<file path="config.mk">
export PLATFORM = sky130hd
export DESIGN_NAME = regfile_wb_arbiter
export DESIGN_NICKNAME = d
export VERILOG_FILES = /design/src/rtl/regfile_wb_arbiter.sv
export SDC_FILE = /design/constraint.sdc
export NUM_CORES = 1
export LEC_CHECK = 0
export BUFFER_PORTS_ARGS = -buffer_cell sky130_fd_sc_hd__clkbuf_2
export CAP_MARGIN = 10
export CELL_PAD_IN_SITES_DETAIL_PLACEMENT = 0
export CELL_PAD_IN_SITES_GLOBAL_PLACEMENT = 1
export CORE_MARGIN = 2
export CORE_UTILIZATION = 30
export CTS_CLUSTER_SIZE = 40
export DETAILED_ROUTE_END_ITERATION = 10
export PLACE_DENSITY = 0.55
export SLEW_MARGIN = 20
export SYNTH_ARGS = -nofsm -noshare
export SYNTH_HDL_FRONTEND = slang
export SYNTH_SLANG_ARGS = --single-unit
export TNS_END_PERCENT = 10
</file>
<file path="constraint.sdc">
create_clock -name clk -period 4.6 [get_ports clk]
set_input_delay 1.15 -clock clk [delete_from_list [all_inputs] [get_ports clk]]
set_output_delay 1.15 -clock clk [all_outputs]
set_load 0.01 [all_outputs]
</file>
<file path="src/rtl/regfile_wb_arbiter.sv">
// Two-requester writeback arbiter sharing one register-file write port.
// Per-requester FIFOs drain round-robin into a registered we/rd/wd stage; pending_mask exposes in-flight rds.
module regfile_wb_arbiter #(
   parameter int unsigned DATA_W = 32,
   parameter int unsigned ADDR_W = 5,
   parameter int unsigned DEPTH  = 2
) (
   input  logic                     clk,
   input  logic                     rst,
   input  logic                     a_valid,
   output logic                     a_ready,
   input  logic [ADDR_W-1:0]        a_rd,
   input  logic [DATA_W-1:0]        a_wd,
   input  logic                     b_valid,
   output logic                     b_ready,
   input  logic [ADDR_W-1:0]        b_rd,
   input  logic [DATA_W-1:0]        b_wd,
   output logic                     rf_we,
   output logic [ADDR_W-1:0]        rf_rd,
   output logic [DATA_W-1:0]        rf_wd,
   output logic [(2**ADDR_W)-1:0]   pending_mask
);

   localparam int unsigned PW   = (DEPTH > 1) ? $clog2(DEPTH) : 1;
   localparam int unsigned CW   = PW + 1;
   localparam int unsigned NREG = 2 ** ADDR_W;

   // Index 0 = requester A, index 1 = requester B
   logic [ADDR_W-1:0] r_rd  [2][DEPTH];
   logic [DATA_W-1:0] r_wd  [2][DEPTH];
   logic [PW-1:0]     r_wp  [2];
   logic [PW-1:0]     r_rp  [2];
   logic [CW-1:0]     r_cnt [2];
   logic              r_last_b;
   logic              r_rf_we;
   logic [ADDR_W-1:0] r_rf_rd;
   logic [DATA_W-1:0] r_rf_wd;

   logic [1:0]        w_in_valid;
   logic [ADDR_W-1:0] w_in_rd [2];
   logic [DATA_W-1:0] w_in_wd [2];
   logic [1:0]        w_ready;
   logic [1:0]        w_push;
   logic [1:0]        w_nonempty;
   logic [1:0]        w_pop;
   logic [ADDR_W-1:0] w_head_rd;
   logic [DATA_W-1:0] w_head_wd;
   logic [NREG-1:0]   w_mask;

   // Handshake, x0 filter and round-robin pick (tie goes to the side not granted last)
   always_comb begin
      w_in_valid = {b_valid, a_valid};
      w_in_rd[0] = a_rd;
      w_in_rd[1] = b_rd;
      w_in_wd[0] = a_wd;
      w_in_wd[1] = b_wd;
      w_ready    = '0;
      w_push     = '0;
      w_nonempty = '0;
      for (int s = 0; s < 2; s++) begin
         w_ready[s]    = !rst && (r_cnt[s] != CW'(DEPTH));
         w_push[s]     = w_in_valid[s] && w_ready[s] && (w_in_rd[s] != '0);
         w_nonempty[s] = (r_cnt[s] != '0);
      end
      w_pop[0]  = w_nonempty[0] && (!w_nonempty[1] || r_last_b);
      w_pop[1]  = w_nonempty[1] && !w_pop[0];
      w_head_rd = w_pop[0] ? r_rd[0][r_rp[0]] : r_rd[1][r_rp[1]];
      w_head_wd = w_pop[0] ? r_wd[0][r_rp[0]] : r_wd[1][r_rp[1]];
   end

   // Occupied FIFO slots plus the write stage mark their rd as pending
   always_comb begin
      w_mask = '0;
      for (int s = 0; s < 2; s++) begin
         for (int i = 0; i < DEPTH; i++) begin
            if (CW'(i) < r_cnt[s]) begin
               w_mask[r_rd[s][r_rp[s] + PW'(i)]] = 1'b1;
            end
         end
      end
      if (r_rf_we) begin
         w_mask[r_rf_rd] = 1'b1;
      end
   end

   always_ff @(posedge clk) begin
      if (rst) begin
         for (int s = 0; s < 2; s++) begin
            r_wp[s]  <= '0;
            r_rp[s]  <= '0;
            r_cnt[s] <= '0;
         end
         r_last_b <= 1'b1;
         r_rf_we  <= 1'b0;
         r_rf_rd  <= '0;
         r_rf_wd  <= '0;
      end else begin
         for (int s = 0; s < 2; s++) begin
            if (w_push[s]) begin
               r_rd[s][r_wp[s]] <= w_in_rd[s];
               r_wd[s][r_wp[s]] <= w_in_wd[s];
               r_wp[s]          <= r_wp[s] + PW'(1);
            end
            if (w_pop[s]) begin
               r_rp[s] <= r_rp[s] + PW'(1);
            end
            if (w_push[s] && !w_pop[s]) begin
               r_cnt[s] <= r_cnt[s] + CW'(1);
            end else if (w_pop[s] && !w_push[s]) begin
               r_cnt[s] <= r_cnt[s] - CW'(1);
            end
         end
         r_rf_we <= |w_pop;
         if (|w_pop) begin
            r_rf_rd  <= w_head_rd;
            r_rf_wd  <= w_head_wd;
            r_last_b <= w_pop[1];
         end
      end
   end

   assign a_ready      = w_ready[0];
   assign b_ready      = w_ready[1];
   assign rf_we        = r_rf_we;
   assign rf_rd        = r_rf_rd;
   assign rf_wd        = r_rf_wd;
   assign pending_mask = w_mask;

endmodule

</file>
Word level (Yosys, flattened, before mapping)
Memories as Yosys holds them, arrays and structs flattened.
Cells that the tools add are included.

cells by class
  $add $sub $neg = 8
  magnitude comparators = 22
  equality and inequality tests = 2
  multiplexer cells = 83
  bitwise gates (word level) = 18
  reduce and logical (&&, ||, !) cells = 31

operators with widths
  operator               number
  $mux W32               14
  $mux W64               2
  $or A32 B32 Y32        4
  $mux W5                15
  $demux W32 S1          2
  $mux W1                37
  $lt A5 B6 Y1 const B   5
  $demux W1 S5           5
  $ge A5 B1 Y1 const B   5
  $mux W10               2
  $logic_and A1 B1 Y1    19
  $ge A2 B2 Y1 const B   6
  $not A1 Y2             6
  $demux W5 S1           2
  $reduce_bool A5 Y1     2
  $lt A1 B2 Y1 const A   4
  $mux W2                4
  $or A1 B1 Y1           8
  $logic_not A1 Y1       6
  $add A1 B1 Y1 const B  4
  $add A2 B1 Y2 const B  2
  $lt A2 B1 Y1 const B   2
  $ne A2 B2 Y1 const B   2
  $reduce_bool A2 Y1     2
  other kinds (3)        4

word-level totals
  register bits = 39
  bits in writable memories = 156
  output and inout bits = 72
  word-level logic and storage cells = 173
  memories kept = 5

memories
  memory  depth  bits a word  rd ports  clocked after memory_dff  write ports  RTL line  RTL
  r_wd    2      64           2         0                         2            30        logic [DATA_W-1:0] r_wd [2][DEPTH];
  r_rd    2      10           2         0                         2            29        logic [ADDR_W-1:0] r_rd [2][DEPTH];
  r_cnt   2      2            2         0                         2            33        logic [CW-1:0] r_cnt [2];
  r_rp    2      1            2         0                         2            32        logic [PW-1:0] r_rp [2];
  r_wp    2      1            2         0                         2            31        logic [PW-1:0] r_wp [2];

Logic depth before layout (Yosys ltp)
Gate-level depths: netlist of the first run.

  word-level depth = 17
  gate-level depth with buffers = 9

Least setup slack after synthesis of the first run
Ideal clock, no wire load.

  path type = in2reg
  from = input rst
  to = memory r_rd[0][0] in the netlist's numbering (enable)
  data arrival time = 3279 ps
  slack = 889 ps
  cell stages on the path = 4
  buffers on the path = 1
  cell sequence = nor2_1 -> o211ai_2 -> buf_6 -> nor2_1

RTL lines
  item             RTL line  RTL
  start, declared  9         input logic rst,
  end, declared    29

==> results of run 1 <==
## worst max path at each step
stage                     from  slack (ps)  depth (start not counted)               end
finish              r_rp[0][1]         630                          6  pending_mask[12]
floorplan                  rst         890                          4        r_rd[0][0]
global route        r_rp[0][1]         450                          6  pending_mask[12]
CTS                 r_rp[0][1]         660                          6  pending_mask[20]
detailed placement  r_rp[0][1]        1150                          6  pending_mask[12]
global placement    r_rp[0][1]        1110                          6  pending_mask[20]
## metrics by stage
| step | worst slack [ps] | instance area [µm²] | util [%] |
|---|---|---|---|
| after floorplan | 889.2 | 9084 | - |
| after global placement | 1113 | 10270 | 34.57 |
| after detailed placement | 1148 | 10270 | 34.57 |
| after CTS | 662.5 | 10850 | 36.52 |
| after global routing | 450.8 | 10850 | 36.52 |
| final | 625.0 | 10850 | 36.52 |
## layout make-up
| class | instances | share of cell area, % |
|---|---|---|
| Multi-Input combinational cell | 506 | 31.19 |
| Clock buffer | 19 | 3.989 |
| Sequential cell | 195 | 50.36 |
| Inverter | 16 | 0.5534 |
| Timing Repair Buffer | 163 | 8.070 |
| Clock inverter | 13 | 1.349 |
| Tap cell | 390 | 4.496 |
## logic make-up after synthesis
group,synth area share [%]
adders and majority gates,0.8264
AOI/OAI and AO/OA,15.65
muxes,8.650
and+or+nand+nor,11.65
buffers and inverters,3.058
DFF,60.17
## Yosys cell counts, types with 2 or more instances
library cell	n	area share, %
a211o_1	2	0.19
a211oi_1	67	5.5
a21o_1	3	0.25
a21oi_1	16	0.88
a222oi_1	10	1.1
a22o_1	4	0.39
a22oi_1	49	4.0
a31oi_1	6	0.41
a32oi_1	7	0.67
and2_1	2	0.14
and3b_1	4	0.39
buf_1	7	0.29
buf_2	17	0.94
clkbuf_1	24	0.99
dfxtp_1	39	8.6
edfxtp_1	156	52
ha_1	6	0.83
inv_1	16	0.66
mux2_2	3	0.37
mux2i_1	74	8.2
nand2_1	51	2.1
nand2b_1	8	0.55
nand3_1	24	1.3
nand3b_1	5	0.41
nand4_1	6	0.41
nor2_1	105	4.3
nor2b_1	4	0.28
nor3_1	9	0.50
nor3b_1	8	0.66
o211ai_2	2	0.28
o21ai_0	5	0.28
o21ai_1	2	0.11
o22ai_1	4	0.28
o32a_1	2	0.22
## sequential cells by signal (all words and copies together), names as in the netlist
register	flops
r_cnt	4
r_last_b	1
r_rd	20
r_rp	2
r_wd	128
r_wp	2
rf_rd	5
rf_wd	32
rf_we	1
## routing by layer
| metal | track usage [%] | vias to the layer above | part of all wire (%) |
|---|---|---|---|
| li1 | - | 3226 | - |
| met1 | 21.39 | 3278 | 44 |
| met2 | 28.12 | 246 | 49 |
| met3 | 2.941 | 30 | 6.0 |
| met4 | 5.191 | 0 | 1.4 |
| met5 | 0 | - | 0 |
## power by group through the flow
stage / clock network [mW] / registers, mW / logic [mW]
after floorplan: 0 / 2.50 / 1.66
after global placement: 0 / 2.57 / 2.51
after detailed placement: 0 / 2.56 / 2.51
after CTS: 1.50 / 2.52 / 2.52
after global routing: 1.57 / 2.56 / 2.76
final: 1.46 / 2.52 / 2.49
## placed cells by master, fill, tap and decap left out, types with 6 or more instances in the layout
| cell | netlist | final |
|---|---|---|
| a21oi_1 | 16 | 16 |
| buf_4 | 0 | 12 |
| nand2_1 | 51 | 51 |
| nor2_1 | 105 | 101 |
| edfxtp_1 | 156 | 156 |
| inv_1 | 16 | 16 |
| nor3_1 | 9 | 9 |
| a222oi_1 | 10 | 10 |
| a211oi_1 | 67 | 67 |
| mux2i_1 | 74 | 74 |
| nand3_1 | 24 | 24 |
| clkbuf_16 | 0 | 17 |
| dfxtp_1 | 39 | 39 |
| nand4_1 | 6 | 6 |
| a22oi_1 | 49 | 49 |
| a31oi_1 | 6 | 6 |
| clkbuf_2 | 1 | 149 |
| a32oi_1 | 7 | 7 |
| nand2b_1 | 8 | 8 |
| nor3b_1 | 8 | 8 |
==> results.cfg, run 1 <==
[status]
status = completed

[synth]
synth_top_flop_cell = edfxtp_1
synth_nets = 851
ys.warnings.count = 0
synth.yosys.seq_area_share_pct = 60.17
synth-edff-count = 156
netlist_area_mm2 = 0.009084
synth-async-reset-ratio_pct = 0
ys_types = 54
avgSynthCellArea_um2 = 11.84
yosys_register_bits = 195
syn_inst = 767

[route]
firstDrtPassIters = 8
drc = 0
routed-via-count = 6780
postRouteAntennaNets = 0
drt_iter0_drc = 576
drt_wl_total_um = 26090
viasPerCell = 5.207
drt-wirelength-per-cell_um = 20.04

[run]
drv_cap = 0

[cts]
root_buffer = clkbuf_16
cts_inserted_buffers = 17
clk_latency_ps = 430
post_cts_resized = 0
cts_sinks = 195
cts_hold_buf = 0
cts_tree = built
clkSlewWorstSetupHoldPaths_ps = 70
htreeDepth = 4
cts.path.max_buffers = 2
post-cts-setup-buffers = 0

[worst_hold_path]
hold_start = r_last_b
hold_class = reg2reg
min_path_cells = 1
worstHoldEndpoint = r_last_b

[finish]
syn2layout_area_growth_pct = 19.48
drive_gt1_share_pct = 22.92
multiInputGateArea_mm2 = 0.003385
nFillCells = 2934
stdcell_count = 1302
antennaDiodeCount = 0
seq_area_mm2 = 0.005465
final_nets = 983

[setup_path]
reg2reg_depth = 8
cp_max_fo = 42
worst_setup_path_end_kind = output port
max_stage_delay_ps = 660
startpoint_type = flip-flop
reg2reg_to = r_cnt[1][0]
cp_data_arrival_time_ps = 2820
reg2reg_from = r_cnt[1][0]
crit_buf_inv = 2
ff2ff_setup_slack_ps = 1600
crit_chain = buf_4, mux2_2, nor2_1, a22oi_1, nand3_1, clkbuf_2
slowest_stage = nor2_1
critical_path_class = reg2out
cp_top_family = simple AND/OR/NAND/NOR gates
worstPathRequired_ps = 3450

[power_and_ir_drop]
switching_share_pct = 39.52
p_leak_nw = 4.052
p_seq_share_pct = 38.9
p_int_mw = 3.916
switching_power_mw = 2.558
p_comb_share_pct = 38.5
power_mw = 6.474
peakVddDrop_mv = 0.2843
power_density_mw_per_mm2 = 596.5
pwr-share-clk_pct = 22.5

[sta]
rsz0062_at_grt = false
max_slew_margin_pct = 32.82
maxSlewViolCount = 0
setup_viol = 0
post-route-period-util_pct = 86.41
hold_viol = 0
period_needed_ps = 3975
setup_tns_ps = 0
skew_ps = 9.824
timing.fmax_mhz = 251.6
worst_slew_pin_slew_ps = 1004
fin_hold_ws_ps = 471.4

[global_route]
grt_pass1_wl_um = 38970
track_usage_pct = 16.54
grt_pass1_vias = 6599
grt_start_max_net_pins = 67
grt_overflow = 0
antenna_found_initial = 0

[die]
start_util_pct = 30.57
die_h_um = 178.0
die_w_um = 178.0
dieArea_mm2 = 0.03169
ios = 150
fp-row-count = 63
core_area_mm2 = 0.02972

[placement]
placed_cells = 1270
port_buffers = 149
hpwl_um = 17880
gp_congestion = 0.8689
Note: power is estimated with default switching activity, not from simulation.
==> run 2: changes to the inputs <==
- CTS_CLUSTER_DIAMETER: not set -> 50
- clock period: 4.6 -> 4.5 ns (I/O delays scaled with it)
==> results.cfg, run 2 (synthesized netlist as in run 1, its figures left out) <==
[placement]
gp_congestion = 0.8882
hpwl_um = 18210
port_buffers = 149
postPlaceCellArea_mm2 = 0.01029

[worst_hold_path]
hold_class = reg2reg

[finish]
final_nets = 985
largest_reg_flops = 128
antennaDiodeCount = 0
stdcell_area_mm2 = 0.01088
drive_gt1_share_pct = 23.19
nFillCells = 2959
final_common_cell = edfxtp_1
syn2layout_area_growth_pct = 19.72
final_util_pct = 36.60
layout_common_cells = edfxtp_1 (156), clkbuf_2 (149), nor2_1 (101)

[setup_path]
worstPathRequired_ps = 3380
crit_chain = nand2_1, o22a_1, nor2_1, a222oi_1, nand3_1, clkbuf_2
cp_max_fo = 23
slowest_stage = edfxtp_1
critical_path_class = reg2out
startpoint_type = flip-flop
max_stage_delay_ps = 800
cp_data_arrival_time_ps = 2800
worst_setup_path_end_kind = output port

[power_and_ir_drop]
switching_power_mw = 2.626
switching_share_pct = 39.51
p_seq_share_pct = 38.9
power_density_mw_per_mm2 = 611.2
p_int_mw = 4.021
peakVddDrop_mv = 0.2936
p_leak_nw = 4.072
p_comb_share_pct = 38.7
pwr-share-clk_pct = 22.4

[route]
routed-via-count = 6852
drt-wirelength-per-cell_um = 20.21
postRouteAntennaNets = 0
drt_iter0_drc = 529
drt_wl_total_um = 26350
viasPerCell = 5.255
firstDrtPassIters = 6
drc = 0

[cts]
clk_latency_ps = 430
post_cts_resized = 0
htreeDepth = 4
cts_sinks = 195
cts_tree = built
cts.path.max_buffers = 2
clkSlewWorstSetupHoldPaths_ps = 70
cts_inserted_buffers = 17
post-cts-setup-buffers = 0
root_buffer = clkbuf_16
cts_hold_buf = 0

[sta]
period_needed_ps = 3927
setup_viol = 0
fin_hold_ws_ps = 467.3
rsz0062_at_grt = false
skew_ps = 8.395
timing.fmax_mhz = 254.7
worst_slew_pin_slew_ps = 962.8
hold_viol = 0
max_slew_margin_pct = 35.58
post-route-period-util_pct = 87.26
setup_tns_ps = 0
maxSlewViolCount = 0

[global_route]
track_usage_pct = 16.60
grt_pass1_wl_um = 39330
grt_pass1_vias = 6607
antenna_found_initial = 0
grt_start_max_net_pins = 64
grt_overflow = 0

[run]
drv_cap = 0

[die]
dieArea_mm2 = 0.03169
die_w_um = 178.0
die_h_um = 178.0
start_util_pct = 30.57
ios = 150
core_area_mm2 = 0.02972
fp-row-count = 63

[status]
status = completed
-- run 2: cell count changes in the layout (fill, tap and decap cells not counted), sizes merged --
cell      before  now
buf           14   16
clkinv         3    5
clkinvlp       3    2
inv           22   21
-- run 2: power by group through the flow --
stage                     registers [mW]  clock network [mW]  logic, mW
after detailed placement            2.62                   0       2.59
after global placement              2.62                   0       2.60
after global routing                2.62                1.60       2.82
after CTS                           2.58                1.53       2.60
after floorplan                     2.56                   0       1.70
final                               2.58                1.49       2.57
-- run 2: stage by stage --
step           cells  power (mW)  setup WS (ps)
3_3_place_gp    1272       5.225           1113
2_1_floorplan    767       4.252          814.2
5_1_grt         1304       7.042          373.4
6_report        1304       6.647          573.2
4_1_cts         1304       6.716          607.8
3_5_place_dp    1272       5.210           1100
-- run 2: final cells by class --
cell class | instances | area, µm² | share of cell area [%]
sequential | 195 | 5465 | 50.25
multi-input combinational | 506 | 3385 | 31.12
timing repair buffer | 165 | 890.9 | 8.191
tap | 390 | 488.0 | 4.487
clock buffer | 19 | 442.9 | 4.073
clock inverter | 13 | 143.9 | 1.323
inverter | 16 | 60.06 | 0.5522
-- run 2: path summary, 6_finish.rpt --
path / slack [ps] / cells past startpoint / startpoint / to
worst max-delay path: 570 / 6 / r_rp[0][0] / pending_mask[30]
worst min-delay path: 470 / 1 / r_last_b / r_last_b
worst max register to register: 1400 / 8 / r_cnt[1][0] / rf_wd[17]
worst min register to register: 470 / 1 / r_last_b / r_last_b
-- run 2: worst max-delay path, delay by kind of cell, from the launching register on --
kind	cells	cell delay, ps
AOI/OAI and AO/OA	2	510
buffers and inverters	1	150
DFF	1	800
and+or+nand+nor	3	930
-- run 2: layer usage --
| metal | wire length [µm] | vias to the layer above | global-route usage (%) |
|---|---|---|---|
| met3 | 1693 | 40 | 3.389 |
| met4 | 508 | 0 | 5.567 |
| met1 | 11480 | 3311 | 21.70 |
| met5 | 0 | - | 0 |
| met2 | 12670 | 265 | 27.44 |
| li1 | - | 3236 | - |
==> run 3: changes to the inputs <==
- ABC_AREA: not set -> 1
- PLACE_DENSITY: 0.55 -> 0.58
==> results.cfg, run 3 <==
[cts]
htreeDepth = 4
post_cts_resized = 0
cts.path.max_buffers = 2
root_buffer = clkbuf_16
clkSlewWorstSetupHoldPaths_ps = 80
cts_sinks = 195
cts_hold_buf = 0
cts_inserted_buffers = 17
cts_tree = built
clk_latency_ps = 430
post-cts-setup-buffers = 0

[power_and_ir_drop]
p_leak_nw = 4.880
power_mw = 6.852
power_density_mw_per_mm2 = 604.1
peakVddDrop_mv = 0.3274

[placement]
hpwl_um = 19670
port_buffers = 149
gp_congestion = 0.8595

[sta]
setup_tns_ps = 0
max_slew_margin_pct = 35.91
post-route-period-util_pct = 86.19
maxSlewViolCount = 0
setup_viol = 0
skew_ps = 13.81
period_needed_ps = 3878
hold_viol = 0
rsz0062_at_grt = false
timing.fmax_mhz = 257.8
worst_slew_pin_slew_ps = 961.3

[finish]
drive_gt1_share_pct = 20.48
final_common_cell = nand2_1
nFillCells = 3241
antennaDiodeCount = 0
layout_common_cells = nand2_1 (247), nor2_1 (226), edfxtp_1 (156)
syn2layout_area_growth_pct = 19.23
final_nets = 1331
largest_reg_flops = 128

[setup_path]
reg2reg_depth = 8
critical_path_class = reg2out
cp_data_arrival_time_ps = 2750
worstPathRequired_ps = 3380
worst_setup_path_end_kind = output port
cp_max_fo = 25
startpoint_type = flip-flop

[synth]
syn_inst = 1100
yosys-top-cells-count = nand2_1 (247), nor2_1 (230), edfxtp_1 (156)
synth_largest_area_cell = edfxtp_1
synth_area_leaders = edfxtp_1 (49%), nand2_1 (9.7%), nor2_1 (9.1%)
ys.warnings.count = 0
yosysMostFrequentCell = nand2_1
synth_top_area_share_pct = 49.24
netlist_area_mm2 = 0.009514
synth-async-reset-ratio_pct = 0
yosys_register_bits = 195
ys_types = 22
synth_nets = 1184
synth_top_flop_cell = edfxtp_1
synth-edff-count = 156
avgSynthCellArea_um2 = 8.649
synth.yosys.seq_area_share_pct = 57.44

[route]
postRouteAntennaNets = 0
drt-wirelength-per-cell_um = 16.73
drt_iter0_drc = 581
drt_wl_total_um = 27800
drc = 0
routed-via-count = 7611
viasPerCell = 4.579
firstDrtPassIters = 7

[run]
drv_cap = 0

[die]
ios = 150
dieArea_mm2 = 0.03315
fp-row-count = 65
die_w_um = 182.1
core_area_mm2 = 0.03139
die_h_um = 182.1
start_util_pct = 30.31

[global_route]
grt_overflow = 0
grt_pass1_vias = 7180
antenna_found_initial = 2
track_usage_pct = 17.03
grt_start_max_net_pins = 43
grt_pass1_wl_um = 42360

[status]
status = completed

[worst_hold_path]
hold_class = reg2reg
min_path_cells = 2
[run 3: per-layer routing]
layer | vias to the layer above | wire length, µm | GRT usage [%]
met5 | - | 16 | 0
met4 | 2 | 573 | 5.323
met3 | 27 | 1225 | 3.632
met2 | 160 | 13190 | 28.53
met1 | 3534 | 12790 | 22.07
li1 | 3888 | - | -
[run 3: area by class of cell]
cell class	instances	area, µm²	share of cell area (%)
sequential	195	5465	48.18
multi-input combinational	742	3379	29.79
timing repair buffer	162	880.8	7.765
tap	402	503.0	4.434
inverter	129	484.2	4.269
clock buffer	18	439.2	3.872
clock inverter	14	191.4	1.688
[run 3: stage by stage]
stage	hold WS (ps)	instance area (µm²)	utilization, %	cells	setup WS [ps]
6_report	517.5	11340	36.13	1662	621.5
5_1_grt	534.3	11340	36.13	1662	341.4
4_1_cts	515.5	11340	36.13	1662	589.5
3_5_place_dp	501.6	10710	34.13	1630	1062
3_3_place_gp	496.7	10710	34.13	1630	1102
2_1_floorplan	484.3	9514	-	1100	825.4
[run 3: worst paths after layout]
check / start / slack, ps / to
worst min-delay path: r_last_b / 520 / r_last_b
worst min register to register: r_last_b / 520 / r_last_b
worst max register to register: r_cnt[0][0] / 2110 / r_wd[0][33]
worst max-delay path: r_rp[0][0] / 620 / pending_mask[24]
[run 3: cells by family after synthesis]
group	Yosys count	synth area share, %
compound gates	94	6.089
fa+ha+maj	6	0.7890
buf+inv	163	7.351
flops	195	57.44
simple gates	642	28.33
[run 3: worst max-delay path: stages, from the launching register on]
cell and delay [ps]:
edfxtp_1 770, inv_2 360, nand2_1 140, nand2_1 170, inv_1 210, nand3_1 240, nor2_1 150, nor2_1 60
nand3_1 90, clkbuf_2 140
[run 3: power by group]
part / internal [mW] / switching (mW) / total [mW]
Sequential: 2.30 / 0.233 / 2.53
Combinational: 0.836 / 1.91 / 2.75
Clock: 0.788 / 0.790 / 1.58
Total: 3.92 / 2.93 / 6.85
